File: config.mk
export PLATFORM = sky130hd
export DESIGN_NAME = serial_subtractor16_flat
export DESIGN_NICKNAME = d
export VERILOG_FILES = /design/src/rtl/serial_subtractor16_pkg.sv /design/src/rtl/serial_subtractor16_if.sv /design/src/rtl/serial_subtractor16_full_sub1.sv /design/src/rtl/serial_subtractor16.sv /design/src/flat_wrapper.sv
export SDC_FILE = /design/constraint.sdc
export NUM_CORES = 1
export LEC_CHECK = 0
export CORE_ASPECT_RATIO = 0.75
export CORE_MARGIN = 8
export CORE_UTILIZATION = 45
export DETAILED_ROUTE_END_ITERATION = 7
export PLACE_DENSITY = 0.73
export SLEW_MARGIN = 20
export SYNTH_ARGS = -nofsm -noshare
export SYNTH_HDL_FRONTEND = slang
export SYNTH_SLANG_ARGS = --single-unit
File: constraint.sdc
create_clock -name clk -period 1.7 [get_ports clk]
set_input_delay 0.51 -clock clk [delete_from_list [all_inputs] [get_ports clk]]
set_output_delay 0.51 -clock clk [all_outputs]
set_load 0.005 [all_outputs]
File: src/rtl/serial_subtractor16_pkg.sv
// Shared constants and state encoding for the bit-serial subtractor.
package serial_sub_pkg;

  localparam int WIDTH_DEF = 16;

  function automatic int cnt_width(input int w);
    return $clog2(w + 1);
  endfunction

  localparam int CNT_W = cnt_width(WIDTH_DEF);

  typedef enum logic {
    IDLE = 1'b0,
    RUN  = 1'b1
  } state_t;

endpackage

File: src/rtl/serial_subtractor16_if.sv
// Start/busy/done handshake and operand/result bus of the serial subtractor.
// SERIAL_SUB_OVERFLOW_EN adds the signed-overflow flag ovf.
interface serial_subtractor16_if #(
  parameter int WIDTH = serial_sub_pkg::WIDTH_DEF
);

  logic             start;
  logic [WIDTH:1]   a;
  logic [WIDTH:1]   b;
  logic             bin;
  logic             busy;
  logic             done;
  logic [WIDTH:1]   diff;
  logic             bout;
`ifdef SERIAL_SUB_OVERFLOW_EN
  logic             ovf;

  modport master (output start, a, b, bin, input busy, done, diff, bout, ovf);
  modport slave  (input start, a, b, bin, output busy, done, diff, bout, ovf);
`else
  modport master (output start, a, b, bin, input busy, done, diff, bout);
  modport slave  (input start, a, b, bin, output busy, done, diff, bout);
`endif

endinterface

File: src/rtl/serial_subtractor16_full_sub1.sv
// One-bit full subtractor cell: d = x - y - br_in, br_out is the borrow.
module full_sub1 (
  input  logic x,
  input  logic y,
  input  logic br_in,
  output logic d,
  output logic br_out
);

  assign d      = x ^ y ^ br_in;
  assign br_out = (~x & y) | (~(x ^ y) & br_in);

endmodule

File: src/rtl/serial_subtractor16.sv
// Bit-serial diff = a - b - bin, LSB first through a single full_sub1 cell.
// SERIAL_SUB_OVERFLOW_EN adds a registered two's-complement overflow flag.
module serial_subtractor16
  import serial_sub_pkg::*;
#(
  parameter int WIDTH = WIDTH_DEF
) (
  input  logic                 clk,
  input  logic                 rst_n,
  serial_subtractor16_if.slave bus
);

  localparam int            CW   = cnt_width(WIDTH);
  localparam logic [CW-1:0] LAST = CW'(WIDTH - 1);

  state_t         state_reg, state_next;
  logic [CW-1:0]  cnt_reg, cnt_next;
  logic [WIDTH:1] opa_reg, opa_next;
  logic [WIDTH:1] opb_reg, opb_next;
  // Only WIDTH-1 bits are ever parked here; the final bit goes straight to diff.
  logic [WIDTH:2] res_reg, res_next;
  logic [WIDTH:1] diff_reg, diff_next;
  logic           br_reg, br_next;
  logic           bout_reg, bout_next;
  logic           done_reg, done_next;
  logic           cell_d, cell_br;
`ifdef SERIAL_SUB_OVERFLOW_EN
  logic           amsb_reg, amsb_next;
  logic           bmsb_reg, bmsb_next;
  logic           ovf_reg, ovf_next;
`endif

  full_sub1 u_cell (
    .x      (opa_reg[1]),
    .y      (opb_reg[1]),
    .br_in  (br_reg),
    .d      (cell_d),
    .br_out (cell_br)
  );

  always_comb begin
    state_next = state_reg;
    cnt_next   = cnt_reg;
    opa_next   = opa_reg;
    opb_next   = opb_reg;
    res_next   = res_reg;
    diff_next  = diff_reg;
    br_next    = br_reg;
    bout_next  = bout_reg;
    done_next  = 1'b0;
`ifdef SERIAL_SUB_OVERFLOW_EN
    amsb_next  = amsb_reg;
    bmsb_next  = bmsb_reg;
    ovf_next   = ovf_reg;
`endif
    case (state_reg)
      IDLE: begin
        if (bus.start) begin
          opa_next   = bus.a;
          opb_next   = bus.b;
          br_next    = bus.bin;
          cnt_next   = '0;
          res_next   = '0;
          state_next = RUN;
`ifdef SERIAL_SUB_OVERFLOW_EN
          amsb_next  = bus.a[WIDTH];
          bmsb_next  = bus.b[WIDTH];
`endif
        end
      end
      RUN: begin
        res_next = {cell_d, res_reg[WIDTH:3]};
        opa_next = {1'b0, opa_reg[WIDTH:2]};
        opb_next = {1'b0, opb_reg[WIDTH:2]};
        br_next  = cell_br;
        cnt_next = cnt_reg + 1'b1;
        // Last bit: publish the result; diff stays frozen through later runs.
        if (cnt_reg == LAST) begin
          state_next = IDLE;
          diff_next  = {cell_d, res_reg};
          bout_next  = cell_br;
          done_next  = 1'b1;
`ifdef SERIAL_SUB_OVERFLOW_EN
          ovf_next   = (amsb_reg != bmsb_reg) && (cell_d != amsb_reg);
`endif
        end
      end
      default: state_next = IDLE;
    endcase
  end

  always_ff @(posedge clk) begin
    if (!rst_n) begin
      state_reg <= IDLE;
      cnt_reg   <= '0;
      opa_reg   <= '0;
      opb_reg   <= '0;
      res_reg   <= '0;
      diff_reg  <= '0;
      br_reg    <= 1'b0;
      bout_reg  <= 1'b0;
      done_reg  <= 1'b0;
`ifdef SERIAL_SUB_OVERFLOW_EN
      amsb_reg  <= 1'b0;
      bmsb_reg  <= 1'b0;
      ovf_reg   <= 1'b0;
`endif
    end else begin
      state_reg <= state_next;
      cnt_reg   <= cnt_next;
      opa_reg   <= opa_next;
      opb_reg   <= opb_next;
      res_reg   <= res_next;
      diff_reg  <= diff_next;
      br_reg    <= br_next;
      bout_reg  <= bout_next;
      done_reg  <= done_next;
`ifdef SERIAL_SUB_OVERFLOW_EN
      amsb_reg  <= amsb_next;
      bmsb_reg  <= bmsb_next;
      ovf_reg   <= ovf_next;
`endif
    end
  end

  assign bus.busy = (state_reg == RUN);
  assign bus.done = done_reg;
  assign bus.diff = diff_reg;
  assign bus.bout = bout_reg;
`ifdef SERIAL_SUB_OVERFLOW_EN
  assign bus.ovf  = ovf_reg;
`endif

endmodule

File: src/flat_wrapper.sv
// flat-port wrapper written by rule: the top's interface ports become plain ports
module serial_subtractor16_flat import serial_sub_pkg::*;
#(
  parameter int WIDTH = WIDTH_DEF
)
  (clk, rst_n, bus_start, bus_a, bus_b, bus_bin, bus_busy, bus_done, bus_diff, bus_bout);
  serial_subtractor16_if #(.WIDTH(WIDTH)) bus_i ();
  input  logic clk;
  input  logic rst_n;
  input wire logic [$bits(bus_i.start)-1:0] bus_start;
  input wire logic [$bits(bus_i.a)-1:0] bus_a;
  input wire logic [$bits(bus_i.b)-1:0] bus_b;
  input wire logic [$bits(bus_i.bin)-1:0] bus_bin;
  output wire logic [$bits(bus_i.busy)-1:0] bus_busy;
  output wire logic [$bits(bus_i.done)-1:0] bus_done;
  output wire logic [$bits(bus_i.diff)-1:0] bus_diff;
  output wire logic [$bits(bus_i.bout)-1:0] bus_bout;
  assign bus_i.start = bus_start;
  assign bus_i.a = bus_a;
  assign bus_i.b = bus_b;
  assign bus_i.bin = bus_bin;
  assign bus_busy = bus_i.busy;
  assign bus_done = bus_i.done;
  assign bus_diff = bus_i.diff;
  assign bus_bout = bus_i.bout;
  serial_subtractor16 #(.WIDTH(WIDTH)) u_core (.clk(clk), .rst_n(rst_n), .bus(bus_i));
endmodule
==> key figures <==
Placement
  • # port buffers: 54
  • Placed cells: 446
  • DP HPWL: 4290 um
  • GPL Wtd Cong: 0.752

Floorplanning
  • I/O Pins: 55
  • Die Span Y: 86.8 um
  • Initial Util: 0.471
  • Row count: 25
  • Die footprint: 9580 um^2
  • Die width: 110 um
  • CORE AREA: 6380 um^2

Drt
  • DRC: 0
  • Routed length per instance: 13.1 um
  • Vias: 2,274
  • Final ANT Viol Nets: 0
  • Final WL: around 6000 um
  • First-pass DRT Iterations: 4
  • Vias/cell: 4.93
  • Starting DRT DRC Count: 69

CTS
  • PostCTS Resize Cnt: 18
  • H-tree lvl count: 3
  • CTS tree: yes
  • Clock Tree Root: clkbuf_8
  • Post-CTS Setup Bufs: 0
  • CTS max path bufs: 2
  • CTS Sinks: 72
  • Worst-path clk slew: 0.07 ns
  • CTS buffer count: 9
  • Hold-fix buffers, CTS: 0
  • Worst-skew pair later-pin latency: 0.34 ns

Cells and area
  • Final instance count without filler cells: 461
  • Fillers: 569
  • Ant. Diodes: 0
  • Layout Nets: 416
  • Layout area overhead: 27.0%
  • Layout cells sized above 1: 0.0895

Synthesis
  • Xor/xnor cell area share of the yosys netlist: 0
  • Post-synthesis simple-gate area fraction: 0.184
  • Synth Area in Compound Gates: 0.154
  • Synthesized area per cell: 9.28 um^2
  • Ys Warns: 0
  • Yosys cell types: 28
  • Largest family of logic cells by synthesized area: simple AND/OR/NAND/NOR gates
  • Sequential area share after synthesis: 0.479
  • Cells after synthesis: 324
  • Flops & latches, synth: 72
  • Post-synthesis adder-cell area fraction: 0.0191
  • Mapped Nets: 364
  • Syn Std Cell Area: 3010 um^2
  • Post-synthesis mux area share: 0.110

GRT
  • Largest net degree at the start of global routing: 33
  • GRT Resource Usage Total: 0.133
  • Global route total overflow: 0
  • Initial antenna violation count: 0
  • Vias in the first global route: about 2,300
  • First-pass GRT wire length: about 10,000 um

Run
  • Max_cap viols: 0

Timing
  • Fin crit share: 0.924
  • Slew of the pin with the lowest slew margin: 0.571 ns
  • Tmin final: 1.57 ns
  • Setup tns final: 0 ns
  • Fin Clk Skew: between 0.004 and 0.005 ns
  • Final setup viols: 0
  • Max Transition Viols Final: 0
  • Final Hold Vio Count: 0
  • Fmax: 636 MHz
  • Unrepaired setup endpoints after global routing: no
  • Slew Limit Headroom: 0.619
  • Hold WS: ~0.45 ns

Power and ir drop
  • Max rail drop VDD: 523 uV
  • Pwr Density: 910 nW/um^2
  • Leak Pwr: 1.66 nW
  • Final Power: between 3 and 4 mW

Critical path
  • Worst r2r path cells: 7
  • Arr. time, crit path: 1.80 ns
  • Critical Path Start Type: flip-flop
  • Critical path type: reg -> reg
  • Critical Path RT: 1.93 ns
  • RR Endpoint: u_core.bus.diff[15]$_SDFFE_PN0P_
  • Worst Setup End Kind: flip-flop
  • Flop-to-flop setup slack: around 0.13 ns
  • RR Startpoint: u_core.cnt_reg[1]$_SDFFE_PN0P_
  • CP max FO: 6

Hold path
  • Hold WC Path Type: reg -> reg
  • Hold Path Sink: u_core.bus.diff[9]$_SDFFE_PN0P_
  • Hold Path Depth: 2
  • Hold Crit Start: u_core.bus.diff[9]$_SDFFE_PN0P_

Run status
  • Result of the run: finished, final reports clean
through the flow:
step	cell area, um^2	util	worst slack [ns]
final	3820	0.598	0.129
after global routing	3820	0.598	0.00946
after CTS	3800	0.596	0.000453
after detailed placement	3610	0.566	-0.129
after global placement	3610	0.566	-0.0460
after floorplan	3010	-	0.0688
cell type report:
| class | instances | area, um^2 | share of cell area |
|---|---|---|---|
| Sequential cell | 72 | 1450 | 0.379 |
| Clock buffer | 12 | 165 | 0.0433 |
| Multi-Input combinational cell | 223 | 1410 | 0.369 |
| Tap cell | 81 | 101 | 0.0265 |
| Timing Repair Buffer | 66 | 642 | 0.168 |
| Inverter | 4 | 15.0 | 0.00393 |
| Clock inverter | 3 | 40.0 | 0.0105 |
placed cells by master (no fill, tap or decap):
| cell type | n |
|---|---|
| nand2b_1 | 1 |
| a31oi_1 | 1 |
| and2_2 | 1 |
| clkdlybuf4s50_1 | 34 |
| nand4b_1 | 1 |
| dfxtp_4 | 1 |
| clkinv_2 | 2 |
| nor2_2 | 1 |
| o21ai_0 | 32 |
| nor2_1 | 3 |
| a22o_1 | 16 |
| a21oi_1 | 1 |
| and3_1 | 2 |
| buf_12 | 2 |
| dfxtp_1 | 69 |
| a21boi_1 | 17 |
| nor3b_1 | 1 |
| buf_2 | 1 |
| o211a_1 | 2 |
| ha_2 | 1 |
| buf_6 | 1 |
| nand2_1 | 68 |
| and2_1 | 32 |
| nand3b_1 | 1 |
| dfxtp_2 | 2 |
| nand3_1 | 1 |
| mux2i_1 | 33 |
| fa_1 | 1 |
| clkbuf_8 | 12 |
| ha_1 | 2 |
| dlymetal6s2s_1 | 3 |
| inv_1 | 4 |
| bufinv_16 | 1 |
| dlygate4sd2_1 | 16 |
| buf_4 | 9 |
| nor2b_1 | 4 |
| o21ai_1 | 1 |
synth_stat cells:
cell type	count	area, um^2
a21oi_1	1	5.00
inv_1	4	15.0
and3_1	2	12.5
nor2_2	1	6.26
nor2b_1	4	25.0
buf_2	6	30.0
o21ai_0	32	160
nand3b_1	1	7.51
nand2b_1	1	6.26
nand2_1	68	255
mux2i_1	33	330
a21boi_1	17	128
dfxtp_1	72	1440
buf_6	4	45.0
nor2_1	3	11.3
o21ai_1	1	5.00
ha_1	3	37.5
a31oi_1	1	6.26
buf_1	1	3.75
nor3b_1	1	7.51
and2_1	33	206
o211a_1	2	20.0
a22o_1	16	140
clkbuf_1	10	37.5
buf_4	4	30.0
nand3_1	1	5.00
nand4b_1	1	8.76
fa_1	1	20.0
routing by layer:
metal  part of all wire  up-vias  GRT usage
li1                   -     1191          -
met1               0.46     1037      0.155
met2               0.46       38      0.217
met3              0.061        8     0.0467
met4              0.017        0     0.0579
met5                  0        -          0
critical path: stages, from the launching register on:
cell and delay (ns):
dfxtp_2 0.34, ha_2 0.19, and3_1 0.20, ha_1 0.21, and2_2 0.24, buf_4 0.16, nand2_1 0.07, a21boi_1 0.06
worst max-delay path by stage:
stage / from / to / slack [ns] / cells after the start
finish: u_core.cnt_reg[1]$_SDFFE_PN0P_ / u_core.bus.diff[15]$_SDFFE_PN0P_ / 0.13 / 7
global route: u_core.cnt_reg[1]$_SDFFE_PN0P_ / u_core.bus.diff[15]$_SDFFE_PN0P_ / 0.009 / 7
CTS: u_core.bus.diff[12]$_SDFFE_PN0P_ / bus_diff[11] / 0.0005 / 1
detailed placement: rst_n / u_core.res_reg[14]$_SDFFE_PN0P_ / -0.13 / 3
global placement: rst_n / u_core.res_reg[3]$_SDFFE_PN0P_ / -0.05 / 3
floorplan: u_core.cnt_reg[0]$_SDFFE_PN0P_ / u_core.bus.bout$_SDFFE_PN0P_ / 0.07 / 7
cell families after synthesis:
family,Yosys count
flops,72
compound gates,70
mux,33
fa+ha+maj,4
buf+inv,29
simple gates,116
where the power goes:
part	total, mW	leakage [nW]	switching (mW)	internal (mW)
Clock	1.37	0.108	0.583	0.785
Combinational	0.333	0.968	0.147	0.186
Sequential	1.77	0.587	0.0312	1.74
Note: power is estimated with default switching activity, not from simulation.
